File: src/rtl/div_seq_if.sv
// div_seq_if: start/done handshake, operand and result bundle for the sequential divider.
interface div_seq_if #(
    parameter int DW = 8
);
    logic          start;
    logic [DW-1:0] dvdnd_val;
    logic [DW-1:0] dvsr_val;
    logic          busy;
    logic          done;
    logic [DW-1:0] quotient;
    logic [DW-1:0] remainder;
    logic          dvz;

    modport master (
        output start, dvdnd_val, dvsr_val,
        input  busy, done, quotient, remainder, dvz
    );

    modport slave (
        input  start, dvdnd_val, dvsr_val,
        output busy, done, quotient, remainder, dvz
    );
endinterface

File: src/rtl/div_seq.sv
// div_seq: sequential restoring (shift-subtract) divider, one quotient bit per cycle.
// `define DIV_SIGNED_EN for two's-complement operands (adds a one-cycle FIX state).
module div_seq #(
    parameter  int DW = 8,
    localparam int CW = $clog2(DW + 1)
) (
    input  logic     i_clk,
    input  logic     i_rst,
    div_seq_if.slave bus
);
    typedef enum logic [2:0] {
        ST_IDLE = 3'd0,
        ST_LOAD = 3'd1,
        ST_ITER = 3'd2,
        ST_FIX  = 3'd3,
        ST_DONE = 3'd4
    } state_t;

    state_t        state_r, state_nxt_s;
    logic [CW-1:0] cnt_r, cnt_nxt_s;
    logic [DW:0]   rem_r, rem_nxt_s;
    logic [DW-1:0] quo_r, quo_nxt_s;
    logic [DW-1:0] dvsr_r, dvsr_nxt_s;
    logic [DW-1:0] dvdnd_r, dvdnd_nxt_s;
    logic [DW-1:0] quotient_r, quotient_nxt_s;
    logic [DW-1:0] remainder_r, remainder_nxt_s;
    logic          busy_r, busy_nxt_s;
    logic          done_r, done_nxt_s;
    logic          dvz_r, dvz_nxt_s;

    logic [2*DW:0] pair_s;
    logic [DW:0]   trial_s, rem_iter_s;
    logic [DW-1:0] quo_iter_s;
    logic [DW-1:0] dvdnd_mag_s, dvsr_mag_s;

    // One restoring step: shift {R,Q} left, trial-subtract the divisor, keep or restore.
    assign pair_s     = {rem_r, quo_r} << 1;
    assign trial_s    = pair_s[2*DW:DW] - {1'b0, dvsr_r};
    assign rem_iter_s = trial_s[DW] ? pair_s[2*DW:DW] : trial_s;
    assign quo_iter_s = pair_s[DW-1:0] | {{(DW-1){1'b0}}, ~trial_s[DW]};

`ifdef DIV_SIGNED_EN
    logic sgn_q_r, sgn_q_nxt_s;
    logic sgn_rem_r, sgn_rem_nxt_s;

    function automatic logic [DW-1:0] negate(input logic [DW-1:0] v);
        return ~v + DW'(1);
    endfunction

    assign dvdnd_mag_s = dvdnd_r[DW-1] ? negate(dvdnd_r) : dvdnd_r;
    assign dvsr_mag_s  = dvsr_r[DW-1]  ? negate(dvsr_r)  : dvsr_r;
`else
    assign dvdnd_mag_s = dvdnd_r;
    assign dvsr_mag_s  = dvsr_r;
`endif

    // Next-state and next-register values; outputs are computed for the state being entered.
    always_comb begin
        state_nxt_s     = state_r;
        cnt_nxt_s       = cnt_r;
        rem_nxt_s       = rem_r;
        quo_nxt_s       = quo_r;
        dvsr_nxt_s      = dvsr_r;
        dvdnd_nxt_s     = dvdnd_r;
        quotient_nxt_s  = quotient_r;
        remainder_nxt_s = remainder_r;
        dvz_nxt_s       = dvz_r;
        busy_nxt_s      = 1'b0;
        done_nxt_s      = 1'b0;
`ifdef DIV_SIGNED_EN
        sgn_q_nxt_s     = sgn_q_r;
        sgn_rem_nxt_s   = sgn_rem_r;
`endif
        case (state_r)
            ST_IDLE: begin
                if (bus.start) begin
                    dvdnd_nxt_s     = bus.dvdnd_val;
                    dvsr_nxt_s      = bus.dvsr_val;
                    quotient_nxt_s  = {DW{1'b0}};
                    remainder_nxt_s = {DW{1'b0}};
                    dvz_nxt_s       = 1'b0;
                    state_nxt_s     = ST_LOAD;
                end else begin
                    state_nxt_s = ST_IDLE;
                end
            end
            ST_LOAD: begin
                rem_nxt_s  = {(DW+1){1'b0}};
                quo_nxt_s  = dvdnd_mag_s;
                dvsr_nxt_s = dvsr_mag_s;
                cnt_nxt_s  = CW'(DW);
`ifdef DIV_SIGNED_EN
                sgn_q_nxt_s   = dvdnd_r[DW-1] ^ dvsr_r[DW-1];
                sgn_rem_nxt_s = dvdnd_r[DW-1];
`endif
                if (dvsr_r == {DW{1'b0}}) begin
                    quotient_nxt_s  = {DW{1'b1}};
                    remainder_nxt_s = dvdnd_r;
                    dvz_nxt_s       = 1'b1;
                    state_nxt_s     = ST_DONE;
                end else begin
                    state_nxt_s = ST_ITER;
                end
            end
            ST_ITER: begin
                rem_nxt_s = rem_iter_s;
                quo_nxt_s = quo_iter_s;
                cnt_nxt_s = cnt_r - CW'(1);
                if (cnt_r == CW'(1)) begin
`ifdef DIV_SIGNED_EN
                    state_nxt_s = ST_FIX;
`else
                    quotient_nxt_s  = quo_iter_s;
                    remainder_nxt_s = rem_iter_s[DW-1:0];
                    state_nxt_s     = ST_DONE;
`endif
                end else begin
                    state_nxt_s = ST_ITER;
                end
            end
`ifdef DIV_SIGNED_EN
            ST_FIX: begin
                quotient_nxt_s  = sgn_q_r ? negate(quo_r) : quo_r;
                remainder_nxt_s = sgn_rem_r ? negate(rem_r[DW-1:0]) : rem_r[DW-1:0];
                state_nxt_s     = ST_DONE;
            end
`endif
            ST_DONE: begin
                state_nxt_s = ST_IDLE;
            end
            default: begin
                state_nxt_s = ST_IDLE;
            end
        endcase
        busy_nxt_s = (state_nxt_s != ST_IDLE);
        done_nxt_s = (state_nxt_s == ST_DONE);
    end

    // State, datapath and output registers; reset aborts any division in flight.
    always_ff @(posedge i_clk or negedge i_rst) begin
        if (!i_rst) begin
            state_r     <= ST_IDLE;
            cnt_r       <= {CW{1'b0}};
            rem_r       <= {(DW+1){1'b0}};
            quo_r       <= {DW{1'b0}};
            dvsr_r      <= {DW{1'b0}};
            dvdnd_r     <= {DW{1'b0}};
            quotient_r  <= {DW{1'b0}};
            remainder_r <= {DW{1'b0}};
            busy_r      <= 1'b0;
            done_r      <= 1'b0;
            dvz_r       <= 1'b0;
`ifdef DIV_SIGNED_EN
            sgn_q_r     <= 1'b0;
            sgn_rem_r   <= 1'b0;
`endif
        end else begin
            state_r     <= state_nxt_s;
            cnt_r       <= cnt_nxt_s;
            rem_r       <= rem_nxt_s;
            quo_r       <= quo_nxt_s;
            dvsr_r      <= dvsr_nxt_s;
            dvdnd_r     <= dvdnd_nxt_s;
            quotient_r  <= quotient_nxt_s;
            remainder_r <= remainder_nxt_s;
            busy_r      <= busy_nxt_s;
            done_r      <= done_nxt_s;
            dvz_r       <= dvz_nxt_s;
`ifdef DIV_SIGNED_EN
            sgn_q_r     <= sgn_q_nxt_s;
            sgn_rem_r   <= sgn_rem_nxt_s;
`endif
        end
    end

    assign bus.busy      = busy_r;
    assign bus.done      = done_r;
    assign bus.quotient  = quotient_r;
    assign bus.remainder = remainder_r;
    assign bus.dvz       = dvz_r;
endmodule

File: src/flat_wrapper.sv
// flat-port wrapper written by rule: the top's interface ports become plain ports
module div_seq_flat 
#(
    parameter  int DW = 8,
    localparam int CW = $clog2(DW + 1)
)
  (i_clk, i_rst, bus_start, bus_dvdnd_val, bus_dvsr_val, bus_busy, bus_done, bus_quotient, bus_remainder, bus_dvz);
  div_seq_if #(.DW(DW)) bus_i ();
  input  logic i_clk;
  input  logic i_rst;
  input wire logic [$bits(bus_i.start)-1:0] bus_start;
  input wire logic [$bits(bus_i.dvdnd_val)-1:0] bus_dvdnd_val;
  input wire logic [$bits(bus_i.dvsr_val)-1:0] bus_dvsr_val;
  output wire logic [$bits(bus_i.busy)-1:0] bus_busy;
  output wire logic [$bits(bus_i.done)-1:0] bus_done;
  output wire logic [$bits(bus_i.quotient)-1:0] bus_quotient;
  output wire logic [$bits(bus_i.remainder)-1:0] bus_remainder;
  output wire logic [$bits(bus_i.dvz)-1:0] bus_dvz;
  assign bus_i.start = bus_start;
  assign bus_i.dvdnd_val = bus_dvdnd_val;
  assign bus_i.dvsr_val = bus_dvsr_val;
  assign bus_busy = bus_i.busy;
  assign bus_done = bus_i.done;
  assign bus_quotient = bus_i.quotient;
  assign bus_remainder = bus_i.remainder;
  assign bus_dvz = bus_i.dvz;
  div_seq #(.DW(DW)) u_core (.i_clk(i_clk), .i_rst(i_rst), .bus(bus_i));
endmodule
File: config.mk
export PLATFORM = sky130hd
export DESIGN_NAME = div_seq_flat
export DESIGN_NICKNAME = d
export VERILOG_FILES = /design/src/rtl/div_seq_if.sv /design/src/rtl/div_seq.sv /design/src/flat_wrapper.sv
export SDC_FILE = /design/constraint.sdc
export NUM_CORES = 1
export LEC_CHECK = 0
export CAP_MARGIN = 15
export CORE_ASPECT_RATIO = 0.75
export CORE_UTILIZATION = 59
export CTS_CLUSTER_DIAMETER = 120
export DETAILED_ROUTE_END_ITERATION = 8
export GPL_TIMING_DRIVEN = 0
export PLACE_DENSITY = 0.85
export SLEW_MARGIN = 10
export SYNTH_ARGS = -nofsm -noshare
export SYNTH_HDL_FRONTEND = slang
export SYNTH_SLANG_ARGS = --single-unit
File: constraint.sdc
create_clock -name i_clk -period 4.5 [get_ports i_clk]
set_input_delay 0.9 -clock i_clk [delete_from_list [all_inputs] [get_ports i_clk]]
set_output_delay 0.9 -clock i_clk [all_outputs]
set_load 0.005 [all_outputs]
**Word-level counts from Yosys, hierarchy flattened**

Cells that the tools add are included.

- Flip-flop bits (word level): 58
- Bits of input ports: 19
- Output and inout port bits: 19
- Word-level logic and storage cells: 49

- Add/sub/neg operators: 2
- Eq/ne operators: 7
- Muxes and demuxes: 18
- Bitwise gates (word level): 2
- Reductions and logical operators: 9

Operators with widths:

| cell | count |
|---|---|
| two-way mux 8 bit | 6 |
| case mux 8 bit (3 select lines) | 2 |
| case mux 8 bit (2 select lines) | 2 |
| case mux 3 bit (3 select lines) | 1 |
| subtractor 9 x 8 -> 9 bit | 1 |
| logical NOT 8 bit | 1 |
| OR 8 x 1 -> 8 bit | 1 |
| case mux 4 bit (2 select lines) | 1 |
| two-way mux 3 bit | 2 |
| nonzero test 3 bit | 2 |
| equality test 4 x 1 -> 1 bit, second input constant | 1 |
| != test 2 x 1 -> 1 bit, second input constant | 2 |
| AND reduction 4 bit | 1 |
| nonzero test 2 bit | 2 |
| subtractor 4 x 1 -> 4 bit, second input constant | 1 |
| equality test 3 x 1 -> 1 bit, second input constant | 1 |
| equality test 3 x 2 -> 1 bit, second input constant | 1 |
| equality test 3 bit, second input constant | 1 |
| logical NOT 3 bit | 1 |
| two-way mux 1 bit | 3 |
| AND reduction 3 bit | 1 |
| != test 2 bit, second input constant | 1 |
| case mux 1 bit (2 select lines) | 1 |
| AND reduction 2 bit | 1 |
| NOT 1 bit | 1 |

**Longest topological paths before layout**

Gate-level depths: netlist (run 1).

- Depth after elaboration: 5
- Mapped depth: 9

**Least setup slack after synthesis (run 1)**

OpenSTA, ideal clock, no wires.

- Path kind: flip-flop to flip-flop
- Start: register u_core.dvsr_r[0] (netlist: u_core.dvsr_mag_s[0])
- End: register u_core.remainder_r[2] (netlist: u_core.bus.remainder[2])
- Arrival time: 2.258 ns
- Setup slack: 2.160 ns
- Stages on the path, launching flop included: 9
- Path buffers: 0
- Period minus slack after synthesis: 2.340 ns
- Cell sequence: dfrtp_1 > ha_1 > fa_1 > nand2b_1 > a211oi_4 > o21ai_2 > nor2_4 > mux2_2 > a31oi_1

- Cells in the longest elaborated chain, start to end: 4
- Elaborated cells between the ends (all ways): 7
- Classes of those cells: 1 x add/sub; 1 x eq/ne; 3 x mux; 2 x reduce/logical

Ends and longest elaborated chain:

| what | line | RTL |
|---|---|---|
| from (decl) | div_seq.sv:23 | `logic [DW-1:0] dvsr_r, dvsr_nxt_s;` |
| from (signal assigned) | div_seq.sv:146 | `dvsr_r <= {DW{1'b0}};` |
| from (signal assigned) | div_seq.sv:162 | `dvsr_r <= dvsr_nxt_s;` |
| subtractor 9 x 8 -> 9 bit | div_seq.sv:38 | `assign trial_s = pair_s[2*DW:DW] - {1'b0, dvsr_r};` |
| two-way mux 8 bit | div_seq.sv:39 | `assign rem_iter_s = trial_s[DW] ? pair_s[2*DW:DW] : trial_s;` |
| two-way mux 8 bit | div_seq.sv:109 | `if (cnt_r == CW'(1)) begin` |
| case mux 8 bit (3 select lines) | div_seq.sv:74 | `case (state_r)` |
| to (signal assigned) | div_seq.sv:149 | `remainder_r <= {DW{1'b0}};` |
| to (signal assigned) | div_seq.sv:165 | `remainder_r <= remainder_nxt_s;` |
| to (decl) | div_seq.sv:26 | `logic [DW-1:0] remainder_r, remainder_nxt_s;` |

Several ways; a longest one is shown, not always the timed one. The select of a mux whose other input is x is not followed.
A chain may end at the register's enable or synchronous reset.

**Final worst setup path (run 1)**

- Start: register u_core.dvsr_r[0] (netlist: u_core.dvsr_mag_s[0])
- End: register u_core.remainder_r[1] (netlist: u_core.bus.remainder[1])

Same word-level chain as after synthesis.

==> results_dict.tcl, run 1 <==
set metrics [dict create \
    status "finished, final reports clean" \
    use_met2_pct 45.2 \
    cts_setup_buffers 0 \
    syn-num-nets 327 \
    placed_area_sq_um 3250 \
    relSlewSlack_pct 52.5 \
    worst_pin_slew_ps 712 \
    vdd_ir_drop_max_v 0.000508 \
    r2r_end "u_core.bus.remainder[1]" \
    drc 0 \
    min_period_over_period_pct 61.2 \
    dpl_worst_slack_ps 1830 \
    root_buffer "clkbuf_8" \
    tns_ps 0 \
    clockBufferDepth 2 \
    ys.flop_type "dfrtp_1" \
    die_area_sq_um 5050 \
    areaGrowthSynthToFinish_pct 22.4 \
    grt_pass1_wl_mm 10.5 \
    cp.arrival_ps 2960 \
    cp_max_fo 10 \
    hold_viol_final 0 \
    critical_path.startpoint "u_core.dvsr_mag_s[0]" \
    drv_slew 0 \
    clock_latency_ps 330 \
    synth_seq_cells 58 \
    finalSetupViolCount 0 \
    drt_iter0_drc 177 \
    drv_cap 0 \
    rrSetupSlack_ps 1750 \
    cp-end-kind "flip-flop" \
    firstDrtPassIters 4 \
    gp_congestion 0.828 \
    h-tree-depth 3 \
    final_nets 375 \
    yosysUniqueCellTypes 49 \
    grt_pass1_vias 2209 \
    grt_max_degree 59 \
    use_met3_pct 10.7 \
    drt-total-wl_mm 6.52 \
    clk_pin_slew_ps 60 \
    fin_hold_ws_ps 480 \
    design_area_sq_um 3440 \
    die_w_um 81.7 \
    io_buffers 37 \
    synth_cells 297 \
    postSynth.asyncResetShare_pct 100 \
    drive_above_1_share_pct 10.6 \
    fin_skew_ps 9.76 \
    fill_cells 338 \
    syn-cell-area_sq_um 2810 \
    p_leak_nw 1.62 \
    ys_seq_area_share_pct 51.6 \
    fp-row-count 21 \
    overflow 0 \
    layout_commonest_cell "nand2_1" \
    power_density_nw_per_um2 814 \
    ys_warn_count 0 \
    die_y_um 61.8 \
    hpwl_mm 4.61 \
    ctsResizeCount 0 \
    cts_tree "built" \
    crit_type "flip-flop to flip-flop" \
    critPathCapture "u_core.bus.remainder[1]" \
    io_pins 38 \
    cts-hold-fix-buffers 0 \
    dr_total_vias 2346 \
    coreArea_sq_um 4520 \
    grt.total_usage_pct 29.4 \
    finalCriticalPeriod_ps 2750 \
    cts_buffers 9 \
    hold_path_class "flip-flop to flip-flop" \
    rsz0062_at_grt "no" \
    antenna_cells 0 \
    gr-usage-met1_pct 39.1 \
    fmax_ghz 0.363 \
    wire_per_inst_um 16.1 \
    via_per_inst 5.79 \
    timing.final.ws_setup_ps 1750 \
    start_util_pct 62.2 \
    clock_sinks 58 \
    worstSetupStartpointType "flip-flop" \
    antenna_found_initial 0 \
    r2r_cells 8 \
    grt.busiest_layer "met2" \
    timing.rr.start "u_core.dvsr_mag_s[0]" \
    crit_required_ps 4710 \
    final_cell_mix "78 x nand2_1, 58 x dfrtp_1, 36 x clkdlybuf4s50_1, 18 x o21ai_0, 17 x nor2_1" \
    ant_nets 0 \
    avgSynthCellArea_sq_um 9.46 \
    synth-edff-count 0 \
]
-- cells in the mapped netlist, types with 3 or more instances --
master / n / area share (%)
a31oi_1: 10 / 2.2
nand2_1: 78 / 10
dfrtp_1: 58 / 52
buf_2: 5 / 0.89
clkbuf_1: 4 / 0.53
nor3_1: 3 / 0.53
o21ai_0: 18 / 3.2
a21oi_1: 10 / 1.8
mux2i_1: 4 / 1.4
nor4_1: 3 / 0.67
nor2_1: 17 / 2.3
nand3_1: 10 / 1.8
ha_1: 10 / 4.5
mux2_2: 4 / 1.6
inv_1: 15 / 2.0
nand2_2: 3 / 0.67
-- where the power goes --
group	switching [W]	total, W	internal, W
clock	0.000195	0.000473	0.000278
sequential	0.000155	0.000916	0.000761
combinational	0.000785	0.00141	0.000628
-- flip-flops by register name (all words and copies together), names as in the netlist --
| register | flops |
|---|---|
| u_core.quo_r | 8 |
| u_core.state_r | 3 |
| u_core.bus.done | 1 |
| u_core.bus.remainder | 8 |
| u_core.dvsr_mag_s | 8 |
| u_core.dvdnd_mag_s | 8 |
| u_core.bus.quotient | 8 |
| u_core.rem_r | 8 |
| u_core.bus.dvz | 1 |
| u_core.bus.busy | 1 |
| u_core.cnt_r | 4 |
-- stage by stage --
| stage | utilization (%) | instances | total power (W) |
|---|---|---|---|
| finish | 76.1 | 405 | 0.00280 |
| global route | 76.1 | 405 | 0.00303 |
| floorplan | - | 297 | 0.00184 |
| CTS | 76.1 | 405 | 0.00279 |
| detailed placement | 71.9 | 391 | 0.00230 |
| global placement | 72.0 | 391 | 0.00224 |
-- worst max-delay path, stage by stage, from the launching register on --
cell	delay, ps
dfrtp_1	420
ha_1	260
fa_1	400
nand2b_1	230
a211oi_4	300
o21ai_2	170
nor2_4	290
nor3_1	170
o32a_1	390
-- cells by family (layout without fill, tap and decap cells) --
logic type | count (synthesis) | after routing | synth area share, %
AND/OR/NAND/NOR | 132 | 132 | 21.3
AO/OA/AOI/OAI | 60 | 60 | 14.2
flip-flops | 58 | 58 | 51.6
buffers and inverters | 26 | 77 | 3.96
adder cells (fa/ha/maj) | 11 | 11 | 5.16
multiplexers | 8 | 8 | 3.03
XOR/XNOR | 2 | 2 | 0.623
-- metal layers --
| metal | share of wire, % | wire length, um | vias to the layer above |
|---|---|---|---|
| li1 | - | - | 1115 |
| met5 | 0 | 0 | - |
| met3 | 9.1 | 590 | 13 |
| met4 | 2.0 | 131 | 0 |
| met2 | 44 | 2900 | 97 |
| met1 | 44 | 2900 | 1121 |
-- worst min path at each step --
stage / start / end / slack (ps) / depth (start not counted)
2_1_floorplan: u_core.dvdnd_mag_s[5] / u_core.dvdnd_mag_s[5] / 440 / 2
3_3_place_gp: u_core.dvdnd_mag_s[7] / u_core.dvdnd_mag_s[7] / 460 / 2
3_5_place_dp: u_core.dvdnd_mag_s[0] / u_core.dvdnd_mag_s[0] / 460 / 2
4_1_cts: u_core.dvdnd_mag_s[0] / u_core.dvdnd_mag_s[0] / 480 / 2
5_1_grt: u_core.dvdnd_mag_s[7] / u_core.dvdnd_mag_s[7] / 490 / 2
6_report: u_core.dvdnd_mag_s[7] / u_core.dvdnd_mag_s[7] / 480 / 2
-- final cells by class --
type / count / area (sq um) / area share [%]
Clock inverter: 3 / 40.0 / 1.16
Clock buffer: 11 / 151 / 4.40
Timing Repair Buffer: 37 / 368 / 10.7
Multi-Input combinational cell: 213 / 1250 / 36.3
Inverter: 15 / 56.3 / 1.64
Buffer: 11 / 55.1 / 1.60
Sequential cell: 58 / 1450 / 42.2
Tap cell: 57 / 71.3 / 2.07
Note: power is estimated with default switching activity, not from simulation.
==> inputs of run 2 (changes only) <==
- CORE_UTILIZATION: 59 -> 54
- PLACE_DENSITY: 0.85 -> 0.79
- clock period: 4.5 -> 2.64 ns (I/O delays scaled with it)
==> results_dict.tcl, run 2 (same netlist as run 1, synthesis figures left out) <==
set metrics [dict create \
    status "finished, final reports clean" \
    cts_tree "built" \
    cp-end-kind "flip-flop" \
    cp_max_fo 4 \
    finalSetupViolCount 0 \
    cp.arrival_ps 2790 \
    final_nets 382 \
    placed_area_sq_um 3250 \
    cts_buffers 9 \
    die_area_sq_um 5500 \
    drv_cap 0 \
    grt_max_degree 59 \
    grt.busiest_layer "met2" \
    start_util_pct 56.7 \
    hpwl_mm 4.73 \
    crit_type "flip-flop to flip-flop" \
    power_density_nw_per_um2 1420 \
    use_met3_pct 9.17 \
    design_area_sq_um 3520 \
    drt-total-wl_mm 6.59 \
    io_pins 38 \
    switching_power_w 0.00198 \
    fmax_ghz 0.395 \
    gp_congestion 0.831 \
    firstDrtPassIters 4 \
    wire_per_inst_um 15.8 \
    gr-usage-met1_pct 38.4 \
    clock_sinks 58 \
    seq_power_share_pct 31.3 \
    coreArea_sq_um 4950 \
    clock_latency_ps 340 \
    drc 0 \
    p_clk_share_pct 16.7 \
    multi_input_area_sq_um 1260 \
    cts-hold-fix-buffers 0 \
    swShare_pct 39.5 \
    finalCriticalPeriod_ps 2530 \
    layout_commonest_cell "nand2_1" \
    worstSetupStartpointType "flip-flop" \
    regArea_sq_um 1450 \
    antenna_found_initial 0 \
    root_buffer "clkbuf_8" \
    drv_slew 0 \
    grt.total_usage_pct 27.5 \
    power.total_w 0.00501 \
    fin_skew_ps 6.19 \
    via_per_inst 5.61 \
    overflow 0 \
    hold_path_class "input pin to async pin" \
    relSlewSlack_pct 52.7 \
    vdd_ir_drop_max_v 0.000593 \
    fp-row-count 22 \
    min_period_over_period_pct 96.0 \
    clk_pin_slew_ps 60 \
    p_leak_nw 1.67 \
    drt_iter0_drc 150 \
    crit_required_ps 2890 \
    die_w_um 85.3 \
    drive_above_1_share_pct 12.6 \
    antenna_cells 0 \
    die_y_um 64.5 \
    dr_total_vias 2334 \
    use_met2_pct 40.4 \
    ant_nets 0 \
    clockBufferDepth 2 \
    worst_pin_slew_ps 710 \
    areaGrowthSynthToFinish_pct 25.4 \
    grt_pass1_vias 2293 \
    hold_viol_final 0 \
    power.internal_w 0.00303 \
    final_cell_mix "78 x nand2_1, 58 x dfrtp_1, 36 x clkdlybuf4s50_1, 18 x o21ai_0, 17 x nor2_1" \
    fill_cells 372 \
    grt_pass1_wl_mm 11.1 \
    h-tree-depth 3 \
    io_buffers 37 \
    p_comb_share_pct 52.0 \
]
-- run 2: layout make-up --
| cell class | instances | area share (%) |
|---|---|---|
| inverters | 15 | 1.60 |
| repair buffers | 44 | 11.9 |
| well taps | 60 | 2.13 |
| multi-input cells | 213 | 35.8 |
| flip-flops and latches | 58 | 41.2 |
| clock buffers | 13 | 4.79 |
| plain buffers | 11 | 1.56 |
| clock inverters | 2 | 0.994 |
-- run 2: per-layer routing --
layer,up-vias,wire length (um)
met5,-,0
met4,0,107
met3,11,448
met2,79,2960
met1,1108,3070
li1,1136,-
-- run 2: power groups by stage --
stage	clock (W)	combinational [W]	sequential, W
2_1_floorplan	0	0.00162	0.00152
4_1_cts	0.000850	0.00244	0.00156
3_3_place_gp	0	0.00228	0.00156
6_report	0.000837	0.00261	0.00157
3_5_place_dp	0	0.00237	0.00158
5_1_grt	0.000891	0.00291	0.00160
-- run 2: path summary, 6_finish.rpt --
kind | from | to | slack, ps | cells after the start
min in group i_clk | u_core.dvdnd_mag_s[5] | u_core.dvdnd_mag_s[5] | 490 | 2
setup / recovery | u_core.dvsr_mag_s[0] | u_core.bus.remainder[2] | 110 | 9
max in group asynchronous | i_rst | u_core.dvsr_mag_s[0] | 1920 | 1
hold / removal | i_rst | u_core.rem_r[5] | 230 | 1
hold reg to reg | u_core.dvdnd_mag_s[5] | u_core.dvdnd_mag_s[5] | 490 | 2
setup reg to reg | u_core.dvsr_mag_s[0] | u_core.bus.remainder[2] | 110 | 9
-- run 2: repair_timing --
action	CTS	global route
buffers inserted	2	5
setup endpoints to repair	1	15
gates resized for setup	0	2
pin swaps	1	3
-- run 2: worst max-delay path, cell delays in order (launching register included) --
cell      delay [ps]
dfrtp_1          410
ha_1             240
fa_1             400
nand2b_4         170
a211oi_4         320
o21ai_4          120
nor2_4           110
buf_4            140
mux2_2           360
a31oi_1          170
-- run 2: through the flow --
step                instances  hold WS, ps  util [%]  setup slack, ps  TNS, ps
CTS                       411          263      70.1             15.0        0
global route              416          294      71.1            -26.8    -67.5
floorplan                 297          232         -              300        0
detailed placement        394          468      65.7             21.1        0
global placement          394          456      65.7             -754   -43520
finish                    416          235      71.1              105        0
==> RTL edit 1, RTL diff (settings of run 2) <==
Encoding of `state_t`: now one-hot (5 bits for 5 states).
--- a/src/rtl/div_seq.sv
+++ b/src/rtl/div_seq.sv
@@ -9,10 +9,10 @@
     div_seq_if.slave bus
 );
-    typedef enum logic [2:0] {
-        ST_IDLE = 3'd0,
-        ST_LOAD = 3'd1,
-        ST_ITER = 3'd2,
-        ST_FIX  = 3'd3,
-        ST_DONE = 3'd4
+    typedef enum logic [4:0] {
+        ST_IDLE = 5'b00001,
+        ST_LOAD = 5'b00010,
+        ST_ITER = 5'b00100,
+        ST_FIX  = 5'b01000,
+        ST_DONE = 5'b10000
     } state_t;
 
Behaviour: same outputs for any inputs over 10 cycles, from zero or initial values and one cycle with i_rst low; not proved beyond that.
==> RTL edit 1 against run 2 <==
Wire length is 6.0% higher. Sequential cell count rose by 1. Sequential power is 4% higher. Area after synthesis grew 2.6%. Setup slack lost 16 ps. Cell area increased by 5.1%. Die area rose by 2.5%. Total power up 3.3%. Sequential share of layout area is 1.3 points lower. Largest power group unchanged.
==> RTL edit 1: results <==
set metrics [dict create \
    gr-usage-all-layers_pct 27.3 \
    power.ir.vdd_worst_uv 754 \
    placement.io_buffers 37 \
    routed_via_density 5.78 \
    worstPathArrival_ps 2780 \
    synth_cell_types 53 \
    static-leakage-power_nw 1.62 \
    slew_headroom_pct 29.8 \
    num_antenna_cells 0 \
    clockRootBuffer "sky130_fd_sc_hd__clkbuf_8" \
    clk_latency_ps 340 \
    cpMaxStageDelayCell "sky130_fd_sc_hd__a221o_2" \
    r2r_start "u_core.quo_r[7]$_DFFE_PN0N_" \
    post_synthesis_sequential_area_ratio_pct 51.3 \
    fin_tns_setup_ps 0 \
    synth.area.top_cells "sky130_fd_sc_hd__dfrtp_1, sky130_fd_sc_hd__nand2_1, sky130_fd_sc_hd__ha_1, sky130_fd_sc_hd__o21ai_0, sky130_fd_sc_hd__a31oi_1" \
    antenna_violations_before_repair 0 \
    pre_cts_ws_ps -150 \
    regToRegEndpoint "u_core.bus.remainder[4]$_DFFE_PN0P_" \
    cp_slowest_stage_delay_ps 510 \
    met3_wirelength_um 531 \
    cell_area_after_placement_um2 3340 \
    mappedNetlistNets 315 \
    synth-compound-area-share_pct 18.3 \
    cts-buffers-inserted 9 \
    startpoint_type "flip-flop" \
    largest_net_degree_at_the_start_of_global_routing 60 \
    routed_wire_length_on_met2_mm 3.25 \
    first_iter_violations 204 \
    synthesized_area_fraction_occupied_by_adder_cells_pct 5.03 \
    worstPathMaxFanout 7 \
    post_synth_xor_area_fraction_pct 1.22 \
    status "finished, final reports clean" \
    final.fill_count 366 \
    ffs_w_async_s_r_synth_pct 100 \
    timing.reg2reg.worst_path_depth 11 \
    drt_pass1_iterations 4 \
    yosys-mux-area-fraction_pct 5.25 \
    post-dp-hpwl_mm 4.67 \
    place.gp.congestion 0.807 \
    final_max_slew_viol_count 0 \
    m1WireLength_mm 3.13 \
    cts-htree-levels 3 \
    wl_per_cell_um 16.9 \
    ff2ff_setup_slack_ps 90 \
    first_global_vias 2366 \
    grt_first_pass_wirelength_mm 11.5 \
    final_common_cell "sky130_fd_sc_hd__dfrtp_1" \
    post_route_cells_drive_above_1_share_pct 15.8 \
    hold_ws_ps 247 \
    final_net_count 367 \
    post_synth_most_frequent_cells "sky130_fd_sc_hd__dfrtp_1, sky130_fd_sc_hd__nand2_1, sky130_fd_sc_hd__nor2_1, sky130_fd_sc_hd__o21ai_0, sky130_fd_sc_hd__a21oi_1" \
    final.setup_skew_ps 10.7 \
    synthesis.yosys.warnings 0 \
]
[RTL edit 1: stage by stage]
stage	total power, mW	std cells
CTS	4.91	411
global route	5.53	414
floorplan	3.14	285
detailed placement	3.89	394
global placement	3.80	394
finish	5.17	414
[RTL edit 1: power breakdown]
part	internal (mW)	switching [mW]	leakage, nW	total (mW)
sequential	1.33	0.303	0.738	1.63
clock	0.578	0.365	0.119	0.943
combinational	1.23	1.37	0.763	2.60
[RTL edit 1: worst max path at each step]
stage	startpoint	depth (start not counted)	slack (ps)	endpoint
floorplan	u_core.quo_r[7]$_DFFE_PN0N_	11	240	u_core.bus.remainder[1]$_DFFE_PN0P_
global placement	i_rst	1	-810	u_core.bus.quotient[1]$_DFFE_PN0P_
detailed placement	bus_start	5	-150	u_core.dvdnd_mag_s[3]$_DFFE_PN0P_
CTS	u_core.quo_r[7]$_DFFE_PN0N_	10	10	u_core.bus.remainder[3]$_DFFE_PN0P_
global route	u_core.quo_r[7]$_DFFE_PN0N_	11	-10	u_core.bus.remainder[4]$_DFFE_PN0P_
finish	u_core.quo_r[7]$_DFFE_PN0N_	11	90	u_core.bus.remainder[4]$_DFFE_PN0P_
[RTL edit 1: layout make-up]
class	instances	area (um2)	area share, %
Multi-Input combinational cell	197	1360	36.7
Buffer	14	78.8	2.13
Clock buffer	11	151	4.09
Inverter	15	56.3	1.52
Tap cell	72	90.1	2.43
Clock inverter	5	75.1	2.03
Timing Repair Buffer	41	415	11.2
Sequential cell	59	1480	39.9
[RTL edit 1: cells by family after synthesis]
group           Yosys count
fa+ha+maj                11
buf+inv                  29
flops                    59
mux                      14
simple gates             88
compound gates           80
xor+xnor                  4
[RTL edit 1: worst max-delay path: cells and delay by family, from the launching register on]
family / cells / cell delay, ps
AOI/OAI and AO/OA: 5 / 1140
and+or+nand+nor: 1 / 70
adders and majority gates: 2 / 470
buffers and inverters: 3 / 310
DFF: 1 / 440
[RTL edit 1: layer usage]
metal  track usage [%]  vias to the layer above
met1              38.4                     1184
li1                  -                     1116
met5                 0                        -
met3              5.90                        7
met2              42.0                       87
met4              10.0                        0
[RTL edit 1: repair_timing]
| action | 4_1_cts | 5_1_grt |
|---|---|---|
| pin swaps | 2 | 3 |
| hold buffers | 0 | 0 |
| setup buffers | 1 | 2 |
| endpoints found under the setup margin | 8 | 15 |
| cloned | 0 | 1 |
| gates resized for setup | 4 | 14 |
==> RTL edit 2, RTL diff (settings of run 2) <==
Without the edit above. Build with the macro `DIV_SIGNED_EN` defined.
--- a/src/rtl/div_seq.sv
+++ b/src/rtl/div_seq.sv
@@ -1,4 +1,6 @@
 // div_seq: sequential restoring (shift-subtract) divider, one quotient bit per cycle.
 // `define DIV_SIGNED_EN for two's-complement operands (adds a one-cycle FIX state).
+`define DIV_SIGNED_EN
+
 module div_seq #(
     parameter  int DW = 8,
Behaviour: no difference found for any inputs over 10 cycles, from zero or initial values and one cycle with i_rst low; that may be too few to reach the edited logic, so the function may still have changed.
==> RTL edit 2 against run 2 <==
The run now ends with design-rule violations left. Setup slack better by 85 ps. Area after synthesis up 32%. Wire length is 38% higher. Cell area is 23% higher. Clock skew grew 1.4 ps. Global-route usage is 0.32 points higher. Sequential cell count up 2. Non-clock buffer count rose by 1. Total power rose by 19%. Critical path type unchanged. Largest cell class is now multi-input combinational cells. Largest power group unchanged.
==> RTL edit 2: results <==
set metrics [dict create \
    placedCellCount 518 \
    worstPathMaxFanout 8 \
    comb_power_share_pct 58.0 \
    final.fill_count 524 \
    first_iter_violations 222 \
    worst_pin_slew_ps 775 \
    gr-usage-all-layers_pct 27.8 \
    post-dp-hpwl_mm 6.76 \
    power.ir.vdd_worst_uv 600 \
    grt_use_met3_pct 6.76 \
    mappedNetlistNets 434 \
    worstPathArrival_ps 2690 \
    clockRootBuffer "sky130_fd_sc_hd__clkbuf_8" \
    met3_wirelength_um 673 \
    grtUsageMet1_pct 39.2 \
    final_core_utilization_pct 67.1 \
    detail_route.wirelength_mm 9.08 \
    route.vias.total 3254 \
    timing.critical_path.max_delay_family "compound AO/OA/AOI/OAI gates" \
    cts_post_setup_buffers_inserted 0 \
    routed_wire_length_on_met2_mm 3.92 \
    clock_power_uw 730 \
    final_net_count 482 \
    post_synthesis_sequential_area_ratio_pct 40.5 \
    largest_net_degree_at_the_start_of_global_routing 61 \
    status "finished, violations left" \
    synth.area.top_cells "sky130_fd_sc_hd__dfrtp_1, sky130_fd_sc_hd__nand2_1, sky130_fd_sc_hd__ha_1, sky130_fd_sc_hd__o21ai_0, sky130_fd_sc_hd__a21oi_1" \
    layoutNonFillerInstCount 534 \
    cell_area_after_placement_um2 4170 \
    met2_usage_pct 42.2 \
    grt_first_pass_wirelength_mm 15.2 \
    power.share.switching_pct 47.1 \
    final.setup_skew_ps 7.58 \
    place.gp.congestion 0.913 \
    post_route_cells_drive_above_1_share_pct 10.8 \
    pre_cts_ws_ps 261 \
    cp_slowest_stage_delay_ps 490 \
    synth_cell_types 71 \
    synthCells 400 \
    power_density_nw_per_um2 1370 \
    drt_pass1_iterations 6 \
    first_global_vias 3110 \
    detail_route.drc_violations 6 \
    m1WireLength_mm 4.38 \
    post_synth_most_frequent_cells "sky130_fd_sc_hd__dfrtp_1, sky130_fd_sc_hd__nand2_1, sky130_fd_sc_hd__o21ai_0, sky130_fd_sc_hd__a21oi_1, sky130_fd_sc_hd__inv_1" \
    static-leakage-power_nw 1.90 \
    violated_checks "design-rule violations" \
    timing.reg2reg.worst_path_depth 7 \
]
-- RTL edit 2: cell families after synthesis --
family	synth area share, %
AND/OR/NAND/NOR	18.7
AO/OA/AOI/OAI	24.0
flip-flops	40.5
XOR/XNOR	4.97
multiplexers	1.66
buffers and inverters	4.90
adder cells (fa/ha/maj)	5.27
-- RTL edit 2: layout make-up --
| type | count | area share (%) |
|---|---|---|
| Sequential cell | 60 | 34.6 |
| Clock inverter | 4 | 0.576 |
| Tap cell | 81 | 2.33 |
| Clock buffer | 12 | 3.34 |
| Buffer | 19 | 2.19 |
| Inverter | 23 | 1.99 |
| Multi-Input combinational cell | 298 | 46.5 |
| Timing Repair Buffer | 37 | 8.47 |
-- RTL edit 2: worst register-to-register path, stage by stage, from the launching register on --
cell and delay (ps):
sky130_fd_sc_hd__dfrtp_1 490, sky130_fd_sc_hd__inv_1 190, sky130_fd_sc_hd__ha_1 380, sky130_fd_sc_hd__a21o_1 230, sky130_fd_sc_hd__a2111oi_4 380, sky130_fd_sc_hd__a21o_1 270, sky130_fd_sc_hd__o21ai_0 130, sky130_fd_sc_hd__a32o_1 270
-- RTL edit 2: final timing paths --
path / start / endpoint / slack [ps]
max: u_core.dvsr_r[7]$_DFFE_PN0P_ / u_core.rem_r[0]$_DFFE_PN0P_ / 190
min: i_rst / u_core.state_r[1]$_DFF_PN0_ / 260
max reg2reg: u_core.dvsr_r[7]$_DFFE_PN0P_ / u_core.rem_r[0]$_DFFE_PN0P_ / 190
min reg2reg: u_core.bus.remainder[4]$_DFFE_PN0P_ / u_core.bus.remainder[4]$_DFFE_PN0P_ / 480
max in group asynchronous: i_rst / u_core.cnt_r[3]$_DFFE_PN0P_ / 1880
min in group i_clk: u_core.bus.remainder[4]$_DFFE_PN0P_ / u_core.bus.remainder[4]$_DFFE_PN0P_ / 480
